`src/rtl/aes128_rr_scheduler_if.sv`:
```
// Request/response bundle between client blocks and the shared AES-128 scheduler.
// Requester i occupies bit i of req_valid/req_ready and bits [128*i +: 128] of
// req_state/req_key.
interface aes128_rr_scheduler_if #(
    parameter int NUM_REQ = 4,
    parameter int IDW     = 2
);
    logic [NUM_REQ-1:0]     req_valid;
    logic [NUM_REQ-1:0]     req_ready;
    logic [NUM_REQ*128-1:0] req_state;
    logic [NUM_REQ*128-1:0] req_key;
    logic                   rsp_valid;
    logic                   rsp_ready;
    logic [127:0]           rsp_data;
    logic [IDW-1:0]         rsp_id;
    logic                   rsp_err;

    // Client side: issues requests, consumes responses
    modport master (
        output req_valid, req_state, req_key, rsp_ready,
        input  req_ready, rsp_valid, rsp_data, rsp_id, rsp_err
    );

    // Scheduler side: accepts requests, produces responses
    modport slave (
        input  req_valid, req_state, req_key, rsp_ready,
        output req_ready, rsp_valid, rsp_data, rsp_id, rsp_err
    );
endinterface

```
`src/rtl/aes128_rr_scheduler.sv`:
```
// Round-robin front end for a single shared aes_128 core. One job is in flight
// at a time: grant, load operands, pulse start, wait for out_valid (or the
// watchdog), then hold the response until the consumer takes it.
module aes128_rr_scheduler #(
    parameter int NUM_REQ        = 4,
    parameter int IDW            = 2,
    parameter int TIMEOUT_CYCLES = 64
) (
    input  logic                 clk,
    input  logic                 rst,
    aes128_rr_scheduler_if.slave bus,
    output logic                 core_start,
    output logic [127:0]         core_state,
    output logic [127:0]         core_key,
    input  logic [127:0]         core_out,
    input  logic                 core_out_valid,
    output logic                 busy
);
    localparam int WDW = $clog2(TIMEOUT_CYCLES);

    typedef enum logic [2:0] {
        IDLE  = 3'd0,
        SETUP = 3'd1,
        START = 3'd2,
        WAIT  = 3'd3,
        RESP  = 3'd4
    } state_t;

    state_t             state;
    logic [IDW-1:0]     ptr;
    logic [IDW-1:0]     id;
    logic [IDW-1:0]     grant_idx;
    logic [IDW-1:0]     cand;
    logic               grant_found;
    logic [NUM_REQ-1:0] ready_vec;
    logic [127:0]       sel_state;
    logic [127:0]       sel_key;
    logic [WDW-1:0]     wd;
    logic               rsp_valid_r;
    logic [127:0]       rsp_data_r;
    logic               rsp_err_r;

    // Round-robin search: first valid requester strictly after the last winner
    always_comb begin
        grant_found = 1'b0;
        grant_idx   = '0;
        cand        = '0;
        for (int k = 1; k <= NUM_REQ; k++) begin
            cand = IDW'((int'(ptr) + k) % NUM_REQ);
            if (!grant_found && bus.req_valid[cand]) begin
                grant_found = 1'b1;
                grant_idx   = cand;
            end
        end
    end

    // Accept strobe goes only to the winner and only while idle
    always_comb begin
        ready_vec = '0;
        if (state == IDLE && grant_found) begin
            ready_vec[grant_idx] = 1'b1;
        end
    end

    // Operand mux for the granted requester
    always_comb begin
        sel_state = '0;
        sel_key   = '0;
        for (int i = 0; i < NUM_REQ; i++) begin
            if (grant_idx == IDW'(i)) begin
                sel_state = bus.req_state[128*i +: 128];
                sel_key   = bus.req_key[128*i +: 128];
            end
        end
    end

    assign bus.req_ready = ready_vec;
    assign bus.rsp_valid = rsp_valid_r;
    assign bus.rsp_data  = rsp_data_r;
    assign bus.rsp_id    = id;
    assign bus.rsp_err   = rsp_err_r;

    // Job sequencer; every output except req_ready is registered here
    always_ff @(posedge clk) begin
        if (rst) begin
            state       <= IDLE;
            ptr         <= IDW'(NUM_REQ - 1);
            id          <= '0;
            wd          <= '0;
            core_start  <= 1'b0;
            core_state  <= '0;
            core_key    <= '0;
            rsp_valid_r <= 1'b0;
            rsp_data_r  <= '0;
            rsp_err_r   <= 1'b0;
            busy        <= 1'b0;
        end else begin
            case (state)
                IDLE: begin
                    if (grant_found) begin
                        core_state <= sel_state;
                        core_key   <= sel_key;
                        id         <= grant_idx;
                        ptr        <= grant_idx;
                        busy       <= 1'b1;
                        state      <= SETUP;
                    end
                end
                SETUP: begin
                    // Operands have been stable at the core for a full cycle
                    core_start <= 1'b1;
                    state      <= START;
                end
                START: begin
                    // core_out_valid is deliberately not looked at here
                    core_start <= 1'b0;
                    wd         <= '0;
                    state      <= WAIT;
                end
                WAIT: begin
                    if (core_out_valid) begin
                        rsp_data_r  <= core_out;
                        rsp_err_r   <= 1'b0;
                        rsp_valid_r <= 1'b1;
                        state       <= RESP;
                    end else if (wd == WDW'(TIMEOUT_CYCLES - 1)) begin
                        rsp_data_r  <= '0;
                        rsp_err_r   <= 1'b1;
                        rsp_valid_r <= 1'b1;
                        state       <= RESP;
                    end else begin
                        wd <= wd + 1'b1;
                    end
                end
                RESP: begin
                    if (bus.rsp_ready) begin
                        rsp_valid_r <= 1'b0;
                        busy        <= 1'b0;
                        state       <= IDLE;
                    end
                end
                default: begin
                    core_start  <= 1'b0;
                    rsp_valid_r <= 1'b0;
                    busy        <= 1'b0;
                    state       <= IDLE;
                end
            endcase
        end
    end
endmodule
```
`src/flat_wrapper.sv`:
```
// flat-port wrapper written by rule: the top's interface ports become plain ports
module aes128_rr_scheduler_flat 
#(
    parameter int NUM_REQ        = 4,
    parameter int IDW            = 2,
    parameter int TIMEOUT_CYCLES = 64
)
  (clk, rst, core_start, core_state, core_key, core_out, core_out_valid, busy, bus_req_valid, bus_req_state, bus_req_key, bus_rsp_ready, bus_req_ready, bus_rsp_valid, bus_rsp_data, bus_rsp_id, bus_rsp_err);
  aes128_rr_scheduler_if #(.NUM_REQ(NUM_REQ), .IDW(IDW)) bus_i ();
  input  logic clk;
  input  logic rst;
  output logic core_start;
  output logic [127:0] core_state;
  output logic [127:0] core_key;
  input  logic [127:0] core_out;
  input  logic core_out_valid;
  output logic busy;
  input wire logic [$bits(bus_i.req_valid)-1:0] bus_req_valid;
  input wire logic [$bits(bus_i.req_state)-1:0] bus_req_state;
  input wire logic [$bits(bus_i.req_key)-1:0] bus_req_key;
  input wire logic [$bits(bus_i.rsp_ready)-1:0] bus_rsp_ready;
  output wire logic [$bits(bus_i.req_ready)-1:0] bus_req_ready;
  output wire logic [$bits(bus_i.rsp_valid)-1:0] bus_rsp_valid;
  output wire logic [$bits(bus_i.rsp_data)-1:0] bus_rsp_data;
  output wire logic [$bits(bus_i.rsp_id)-1:0] bus_rsp_id;
  output wire logic [$bits(bus_i.rsp_err)-1:0] bus_rsp_err;
  assign bus_i.req_valid = bus_req_valid;
  assign bus_i.req_state = bus_req_state;
  assign bus_i.req_key = bus_req_key;
  assign bus_i.rsp_ready = bus_rsp_ready;
  assign bus_req_ready = bus_i.req_ready;
  assign bus_rsp_valid = bus_i.rsp_valid;
  assign bus_rsp_data = bus_i.rsp_data;
  assign bus_rsp_id = bus_i.rsp_id;
  assign bus_rsp_err = bus_i.rsp_err;
  aes128_rr_scheduler #(.NUM_REQ(NUM_REQ), .IDW(IDW), .TIMEOUT_CYCLES(TIMEOUT_CYCLES)) u_core (.clk(clk), .rst(rst), .bus(bus_i), .core_start(core_start), .core_state(core_state), .core_key(core_key), .core_out(core_out), .core_out_valid(core_out_valid), .busy(busy));
endmodule
```
`config.mk`:
```
export PLATFORM = sky130hd
export DESIGN_NAME = aes128_rr_scheduler_flat
export DESIGN_NICKNAME = d
export VERILOG_FILES = /design/src/rtl/aes128_rr_scheduler_if.sv /design/src/rtl/aes128_rr_scheduler.sv /design/src/flat_wrapper.sv
export SDC_FILE = /design/constraint.sdc
export NUM_CORES = 1
export LEC_CHECK = 0
export ABC_CLOCK_PERIOD_IN_PS = 3500
export CORE_AREA = 2 2 604 606
export DETAILED_ROUTE_END_ITERATION = 10
export DIE_AREA = 0 0 606 608
export GPL_TIMING_DRIVEN = 0
export PLACE_DENSITY = 0.3
export SYNTH_ARGS = -nofsm -noshare
export SYNTH_HDL_FRONTEND = slang
export SYNTH_SLANG_ARGS = --single-unit
```
`constraint.sdc`:
```
create_clock -name clk -period 3.5 [get_ports clk]
set_clock_uncertainty 0.05 [all_clocks]
set_input_delay 0.7 -clock clk [delete_from_list [all_inputs] [get_ports clk]]
set_output_delay 0.7 -clock clk [all_outputs]
set_load 0.005 [all_outputs]
```
==> impl_metrics.toml <==
[logic_synthesis]
syn_nets = 3593
synth.distinct_cells = 46
syn_inst = 2432
synth_top_family_by_area = "compound AO/OA/AOI/OAI gates"
synth_area_um2 = 19600
ys_ff_latch = 401
synth_edf_count = 0
synth_top_flop_cell = "dfxtp_1"
avgSynthCellArea_um2 = 8.07
synth_compound_area_share_pct = 30.9
synthAdderAreaFrac_pct = 0.0638
yosysWarnings = 0
yosysSeqAreaShare_pct = 40.9
synth-simple-area-share_pct = 16.5
ys_async_sr_fraction_pct = 0
synth_mux_area_share_pct = 5.96
synth-xor-area-share_pct = 0.179

[clock_tree]
cts_buffers = 60
clock-sinks = 401
clock_path_buffers = 3
cts_hold_buf = 0
root_buffer = "clkbuf_16"
clkTransAtPathRegs_ns = 0.06
cts_tree = "done"
cts_htree_levels = 2
clock_latency_ns = 0.77

[sta]
timing.slew.headroom_pct = 23.2
worstMarginPinSlew_ns = 1.15
hold_viol = 0
drv_slew = 0
finalSetupViolCount = 0
fin_crit_sh_pct = 95.8
rsz0062_at_grt = "no"
period_minus_slack_ns = 3.35
fin_setup_tns_ns = 0
fmax_mhz = 298

[layout]
fillers = 41700
fin_cells = 8943
finalNetCount = 5234
drive_above_1_share_pct = 8.51
utilization_pct = 12.2
syn_to_final_growth_pct = 124

[worst_setup_path]
r2r-start = "u_core.ptr[1]"
required_ns = 2.75
cp_max_fo = 10
arrival_ns = 2.60
critPathLaunchType = "flip-flop"
endpoint_kind = "primary output"
cp_common_cell = "buf_6"
crit_slowest_cell = "dfxtp_4"
startpoint = "u_core.ptr[0]"
worst-setup-path-type = "reg -> out"
crit_chain = "nand2b_4 -> a311oi_4 -> buf_6 -> buf_6 -> buf_16 -> o311ai_4 -> buf_6 -> buf_8 -> inv_1 -> buf_2"
slowest_delay_ns = 0.37

[run]
cap_violations = 0

[grt]
grt_max_degree = 21
grt_pass1_wl_mm = 362
antenna_found_initial = 133
first_global_vias = 28500
overflow = 0
grt_usage_pct = 15.5

[floorplan]
chipHeight_um = 608
core-area_um2 = 362000
rows = 221
start_util_pct = 5.42
num_io_pins = 1554
die_width_um = 606
die-area_um2 = 368000

[place]
detailed_place_hpwl_mm = 264
place.gp.congestion = 0.898
dp.cells = 8787
port_buffers = 1551

[routing]
avgRoutedWirePerCell_um = 33.1
drc_errors = 0
drt_iter0_markers = 1992
dr.pass1.iters = 6
drtAntennaViolNets = 0
wl_mm = 296
num_vias = 27900
routed_via_density = 3.12

[worst_hold_path]
hp-class = "in -> reg"
hold_path_startpoint = "bus_req_valid[3]"

[pwr]
p_leak_nw = 14.4
totalPowerFinal_w = 0.0199
p_per_area_nw_per_um2 = 452
vdd_drop_max_uv = 416

[run_status]
status = "finished clean"
final timing paths:
path	endpoint	slack, ns	cells past startpoint
min reg2reg	u_core.core_key[99]	0.40	2
min	u_core.core_key[18]	0.40	4
max reg2reg	u_core.core_key[11]	0.21	8
max	bus_req_ready[3]	0.15	10
timing repair:
action,CTS,global route
resized for setup,111,7
buffers inserted,21,1
endpoints found under the setup margin,294,8
pin swaps,7,1
synthesized netlist by cell type (3+ instances only):
master / instances / area (um^2)
a211oi_1: 4 / 30.0
a21oi_1: 239 / 1200
a22oi_1: 231 / 1730
a31oi_1: 60 / 375
and2_1: 62 / 388
and3_1: 120 / 751
buf_1: 16 / 60.1
buf_2: 52 / 260
buf_4: 4 / 30.0
clkbuf_1: 186 / 698
dfxtp_1: 401 / 8030
inv_1: 6 / 22.5
mux2_2: 103 / 1160
nand2_1: 340 / 1280
nand2b_1: 7 / 43.8
nand3_1: 4 / 20.0
nor2_1: 174 / 653
nor3_1: 6 / 30.0
o21a_1: 3 / 22.5
o21ai_0: 174 / 871
o21ai_1: 11 / 55.1
o221ai_1: 107 / 937
o22ai_1: 35 / 219
o32ai_1: 59 / 517
xnor2_1: 4 / 35.0
cell type report:
class                           count  area, um^2  share of cell area [%]
Timing Repair Buffer             1583       15800                    36.0
Multi-Input combinational cell   1767       10700                    24.3
Sequential cell                   401        8030                    18.3
Tap cell                         4794        6000                    13.6
Clock buffer                       88        1770                    4.02
Buffer                            254        1280                    2.92
Clock inverter                     16         258                   0.587
Antenna cell                       34        85.1                   0.194
Inverter                            6        22.5                  0.0512
stage by stage:
step / hold slack, ns / worst slack (ns) / instance area (um^2)
after floorplan: 0.394 / 0.575 / 19600
after global placement: 0.389 / -5.51 / 41100
after detailed placement: 0.393 / -2.74 / 41400
after CTS: 0.286 / -0.0736 / 43800
after global routing: 0.354 / 0.00679 / 43900
final: 0.401 / 0.148 / 43900
cell families after synthesis:
kind of cell	Yosys count
AO/OA/AOI/OAI	935
AND/OR/NAND/NOR	723
flip-flops	401
buffers and inverters	264
multiplexers	104
XOR/XNOR	4
adder cells (fa/ha/maj)	1
layout by cell type, fill, tap and decap left out, drive strengths merged, types with 4 or more instances in the layout:
cell type      count
xnor2              4
nand2            340
clkbuf           269
dfxtp            401
diode             34
a21oi            239
a31oi             60
nor3               7
o21ai            185
buf              109
clkdlybuf4s50   1545
o22ai             35
mux2             103
bufinv             4
clkinv            11
a211oi             4
nor2             174
nand2b             7
a22oi            231
o221ai           107
inv                6
o32ai             59
and3             120
and2              62
nand3              4
critical path, delay by kind of cell, from the launching register on:
family / cells / cell delay (ns)
compound gates: 2 / 0.38
simple gates: 1 / 0.17
flops: 1 / 0.37
buf+inv: 7 / 0.90
flip-flops by register name (all words and copies together) (netlist names), 2 cells and up:
signal,count
u_core.bus.rsp_data,128
u_core.core_key,128
u_core.core_state,128
u_core.wd,6
u_core.state,3
u_core.bus.rsp_id,2
u_core.ptr,2
report_power, final:
| group | leakage [nW] | total, W | internal (W) | switching, W |
|---|---|---|---|---|
| Clock | 0.991 | 0.00658 | 0.00376 | 0.00282 |
| Combinational | 10.2 | 0.00778 | 0.00321 | 0.00456 |
| Sequential | 3.29 | 0.00552 | 0.00510 | 0.000418 |
routing by layer:
layer | track usage [%] | routed length [um] | share of wire (%) | vias to the layer above
met5 | 0 | 362 | 0.12 | -
met1 | 17.4 | 115000 | 39 | 13900
met2 | 28.9 | 155000 | 52 | 1292
met3 | 4.29 | 20200 | 6.8 | 301
met4 | 2.98 | 5910 | 2.0 | 56
li1 | - | - | - | 12400
No activity file was read; power rests on OpenSTA's default activity.
